$ cat src/rtl/mem8x8_pkg.sv
// Shared constants and types for the 8x8 memory array arbiter.
package mem8x8_pkg;

   localparam int unsigned ADDR_W = 3;
   localparam int unsigned DATA_W = 8;

   typedef enum logic [1:0] {
      StIdle   = 2'd0,
      StAccess = 2'd1,
      StDone   = 2'd2
   } state_e;

   localparam logic PORT_A = 1'b0;
   localparam logic PORT_B = 1'b1;

endpackage

$ cat src/rtl/rr_arb2.sv
// Two-requester combinational grant. Round-robin on the last-grant pointer by
// default; MEM8X8_ARB_FIXED_PRIO_EN selects fixed priority with port A first.
module rr_arb2 (
   input  logic req_a,
   input  logic req_b,
   input  logic last_grant,
   output logic grant_valid,
   output logic grant
);
   import mem8x8_pkg::*;

`ifdef MEM8X8_ARB_FIXED_PRIO_EN
   logic unused_last_grant;
   assign unused_last_grant = last_grant;

   always_comb begin
      grant_valid = req_a | req_b;
      grant       = req_a ? PORT_A : PORT_B;
   end
`else
   always_comb begin
      grant_valid = req_a | req_b;
      if (req_a && req_b) begin
         grant = (last_grant == PORT_A) ? PORT_B : PORT_A;
      end else begin
         grant = req_a ? PORT_A : PORT_B;
      end
   end
`endif

endmodule

$ cat src/rtl/mem8x8_arbiter.sv
// Two-port arbitrated access controller for the 8x8 bitcell array.
// Define MEM8X8_ARB_FIXED_PRIO_EN for fixed port-A priority instead of round-robin.
module mem8x8_arbiter #(
   parameter int unsigned ADDR_W = mem8x8_pkg::ADDR_W,
   parameter int unsigned DATA_W = mem8x8_pkg::DATA_W
) (
   input  logic              clk,
   input  logic              rst_n,
   input  logic              a_req,
   input  logic              a_we,
   input  logic [ADDR_W-1:0] a_addr,
   input  logic [DATA_W-1:0] a_wdata,
   output logic              a_ack,
   output logic [DATA_W-1:0] a_rdata,
   input  logic              b_req,
   input  logic              b_we,
   input  logic [ADDR_W-1:0] b_addr,
   input  logic [DATA_W-1:0] b_wdata,
   output logic              b_ack,
   output logic [DATA_W-1:0] b_rdata,
   output logic [ADDR_W-1:0] mem_address,
   output logic [DATA_W-1:0] mem_data_in,
   output logic              mem_select,
   output logic              mem_rw,
   input  logic [DATA_W-1:0] mem_data_out
);
   import mem8x8_pkg::*;

   state_e state;
   logic   grant_q;
   logic   last_grant;
   logic   grant_valid;
   logic   grant;

`ifdef MEM8X8_ARB_FIXED_PRIO_EN
   assign last_grant = PORT_B;
`endif

   rr_arb2 u_arb (
      .req_a       (a_req),
      .req_b       (b_req),
      .last_grant  (last_grant),
      .grant_valid (grant_valid),
      .grant       (grant)
   );

   // mem_rw/mem_address/mem_data_in double as the command register.
   always_ff @(posedge clk or negedge rst_n) begin
      if (!rst_n) begin
         state       <= StIdle;
         grant_q     <= PORT_A;
         mem_select  <= 1'b0;
         mem_rw      <= 1'b0;
         mem_address <= '0;
         mem_data_in <= '0;
         a_ack       <= 1'b0;
         b_ack       <= 1'b0;
         a_rdata     <= '0;
         b_rdata     <= '0;
`ifndef MEM8X8_ARB_FIXED_PRIO_EN
         last_grant  <= PORT_B;
`endif
      end else begin
         case (state)
            StIdle: begin
               if (grant_valid) begin
                  grant_q     <= grant;
                  mem_rw      <= (grant == PORT_A) ? a_we    : b_we;
                  mem_address <= (grant == PORT_A) ? a_addr  : b_addr;
                  mem_data_in <= (grant == PORT_A) ? a_wdata : b_wdata;
                  mem_select  <= 1'b1;
                  state       <= StAccess;
               end
            end
            StAccess: begin
               if (!mem_rw) begin
                  if (grant_q == PORT_A) begin
                     a_rdata <= mem_data_out;
                  end else begin
                     b_rdata <= mem_data_out;
                  end
               end
               mem_select <= 1'b0;
               a_ack      <= (grant_q == PORT_A);
               b_ack      <= (grant_q == PORT_B);
               state      <= StDone;
            end
            StDone: begin
               a_ack      <= 1'b0;
               b_ack      <= 1'b0;
`ifndef MEM8X8_ARB_FIXED_PRIO_EN
               last_grant <= grant_q;
`endif
               state      <= StIdle;
            end
            default: begin
               state <= StIdle;
            end
         endcase
      end
   end

endmodule

$ cat config.mk
export PLATFORM = sky130hd
export DESIGN_NAME = mem8x8_arbiter
export DESIGN_NICKNAME = d
export VERILOG_FILES = /design/src/rtl/mem8x8_pkg.sv /design/src/rtl/rr_arb2.sv /design/src/rtl/mem8x8_arbiter.sv
export SDC_FILE = /design/constraint.sdc
export NUM_CORES = 1
export LEC_CHECK = 0
export BUFFER_PORTS_ARGS = -buffer_cell sky130_fd_sc_hd__buf_2
export CAP_MARGIN = 20
export CORE_ASPECT_RATIO = 0.9
export CORE_MARGIN = 1.5
export CORE_UTILIZATION = 25
export CTS_BUF_LIST = sky130_fd_sc_hd__clkbuf_8
export DETAILED_ROUTE_END_ITERATION = 6
export PLACE_DENSITY = 0.53
export SYNTH_ARGS = -nofsm -noshare
export SYNTH_HDL_FRONTEND = slang
export SYNTH_SLANG_ARGS = --single-unit
$ cat constraint.sdc
create_clock -name clk -period 2.5 [get_ports clk]
set_clock_uncertainty 0.2 [all_clocks]
set_input_delay 0.375 -clock clk [delete_from_list [all_inputs] [get_ports clk]]
set_output_delay 0.375 -clock clk [all_outputs]
set_load 0.01 [all_outputs]
==> out/results.tsv <==
metric	value	unit
Rows	27	
Sw Pwr	0.915	mW
Ys Warns	0	
net switching fraction of the power	0.349	
standby leakage power	0.980	nW
Congestion Overflow GR	0	
Post CTS Setup Buffer Count	0	
number of routed nets with antenna violations	0	
violated checks	negative hold slack	
count of pins over their slew limit	0	
count of cells along the worst register-to-register path	4	
ratio of routed vias to standard cells	4.31	
gate count of the mapped netlist	135	
cell types occupying the most area after synthesis	dfrtp_1 54%, mux2_2 14%, a31oi_1 5.1%, o21ai_0 4.1%, ha_1 4.0%	
CP arrival	1.88	ns
Post-Route WL	3.71	mm
reg-to-reg critical path endpoint	a_rdata[7]	
maximum fanout count along the critical path	8	
Final Net Count	242	
required time of the critical path	2.46	ns
clock sinks	35	
worst hold margin	-0.0143	ns
part of the power in the clock network	0.199	
critical path endpoint	a_rdata[7]	
max-cap violation count	0	
Synth top cells by count	34 x dfrtp_1, 20 x mux2_2, 15 x nor2_1	
post-cts hold buffer count	0	
total die area	6820	sq um
timing startpoint of the critical path	state[1]	
maximum operating frequency	521	MHz
buffer depth of the longest clock path	2	
die outline width	86.9	microns
Pwr per Cell Area	1250	nW/um^2
Hold/Removal Path Class	in -> async	
floorplan die height	78.5	microns
placement-stage worst setup slack	0.561	ns
Avg Synthesized Cell Area	11.7	sq um
worst-skew pair later-pin latency	0.28	ns
cell taking the most area after synthesis	dfrtp_1	
clk root buf	clkbuf_8	
count of buffers inserted at the top-level ports	66	
total of flip-flops plus latches after synthesis	35	
most repeated cell in the gate-level netlist after synthesis	dfrtp_1	
CTS Buf Count	5	
Hold Violations, Final	28	
type of element launching the critical path	flip-flop	
period utilization	0.768	
CTS tree	done	
Setup Viol. Count Final	0	
status	finished, violations left	
proportion of synthesized chip area in sequential cells	0.554	
transition time at the pin with the least slew margin	0.812	ns
register clock-pin slew on the reported worst setup and hold paths	0.07	ns
Mapped Area	1580	sq um
part of the power in registers	0.393	
effective utilization at floorplan	0.259	
post-CTS sizing	0	
post-route total power	2.62	mW
average wire per cell in the routed design	12.8	microns
unique cell type count in the Yosys netlist	22	
accumulated negative setup slack	0	ns
# IOs	67	
relative slew slack	0.459	
count of antenna diodes in the layout	0	
most used flip-flop cell after synthesis	dfrtp_1	
combinational group share of total power	0.408	
Core Area	6110	sq um
Total GRT Usage	0.115	
via count	1245	
minimum clock period after layout	1.92	ns
largest net degree at the start of global routing	36	
antenna violations before repair	0	
routability-driven placement congestion ratio	0.708	
First-pass DRT Iterations	4	
fraction of final layout cells sized beyond drive strength 1	0.495	
beginning of the worst register-to-register path	state[1]	
worst vdd rail ir drop	0.414	mV
setup repair after global routing missed its margin	false	
type of the worst setup path	reg -> reg	
kind of end point of the critical path	flip-flop	
first-pass GRT wire length	6.08	mm
area delta synth->final	32.3	%
placed wire-length estimate after detailed placement	2.76	mm
total nets after synthesis	176	
Post-synth ARST share	1.00	
setup ws final	0.581	ns
setup slack on the worst flop-to-flop path	0.58	ns
utilization after layout	0.343	
htree depth	2	
number of flops mapped to enable cells by yosys	0	
Pint	1.71	mW
number of global-route vias before repair	1193	
number of design rule violations left after detail routing	0	
area share of the largest cell type after synthesis	0.538	
initial DRC count	43	
-- final cells by class --
cell class | count | area (sq um)
timing repair buffer | 68 | 345
fill | 624 | 4020
inverter | 4 | 15.0
multi-input combinational | 87 | 631
tap | 87 | 109
clock buffer | 6 | 82.6
sequential | 35 | 877
clock inverter | 2 | 35.0
-- stage by stage --
stage	cells	area (sq um)
2_1_floorplan	135	1580
5_1_grt	289	2090
3_3_place_gp	281	1980
3_5_place_dp	281	1980
4_1_cts	289	2090
6_report	289	2090
-- critical path, cell delays in order (launching register included) --
cell and delay [ns]:
dfrtp_1 0.41, inv_1 0.11, ha_1 0.25, nor3b_4 0.44, mux2_2 0.39
-- sequential cells by signal, indices dropped and copies added (netlist names) --
register and cells:
mem_select 1, b_ack 1, b_rdata 8, state 2
mem_address 3, a_rdata 8, grant_q 1, last_grant 1
mem_rw 1, a_ack 1, mem_data_in 8
-- power groups by stage --
| stage | registers (mW) | logic [mW] | clock network (mW) |
|---|---|---|---|
| 3_3_place_gp | 1.04 | 1.06 | 0 |
| 5_1_grt | 1.08 | 1.19 | 0.573 |
| 6_report | 1.03 | 1.07 | 0.523 |
| 2_1_floorplan | 1.14 | 0.611 | 0 |
| 3_5_place_dp | 1.05 | 1.09 | 0 |
| 4_1_cts | 1.04 | 1.09 | 0.542 |
-- worst min path at each step --
stage                       to  depth (start not counted)  slack, ns
global route        b_rdata[4]                          1       0.03
detailed placement  b_rdata[3]                          1       0.29
CTS                 b_rdata[3]                          1      0.009
finish              b_rdata[4]                          1      -0.01
global placement    b_rdata[3]                          1       0.28
floorplan                a_ack                          0      -0.12
-- cells by family after synthesis --
kind of cell | synth area share
flip-flops | 0.554
buffers and inverters | 0.0474
AND/OR/NAND/NOR | 0.116
multiplexers | 0.142
adder cells (fa/ha/maj) | 0.0395
AO/OA/AOI/OAI | 0.100
-- per-layer routing --
layer	global-route usage	vias to the layer above	wire [microns]
met2	0.166	62	1570
met4	0.0355	2	25
met5	0	-	5
met1	0.165	568	1830
met3	0.0336	4	284
li1	-	609	-
-- cell usage in the layout (no fill, tap or decap), drive strengths merged --
cell	instances
o21a	1
dfstp	1
and2b	1
nand2	1
dfrtp	34
a21oi	1
nand3	12
clkbuf	6
nor3b	2
bufinv	1
inv	4
buf	68
mux2	20
nand3b	2
clkinv	1
ha	5
nor2	15
nand2b	1
a31oi	13
o21ai	13
(Power assumes the default switching activity.)
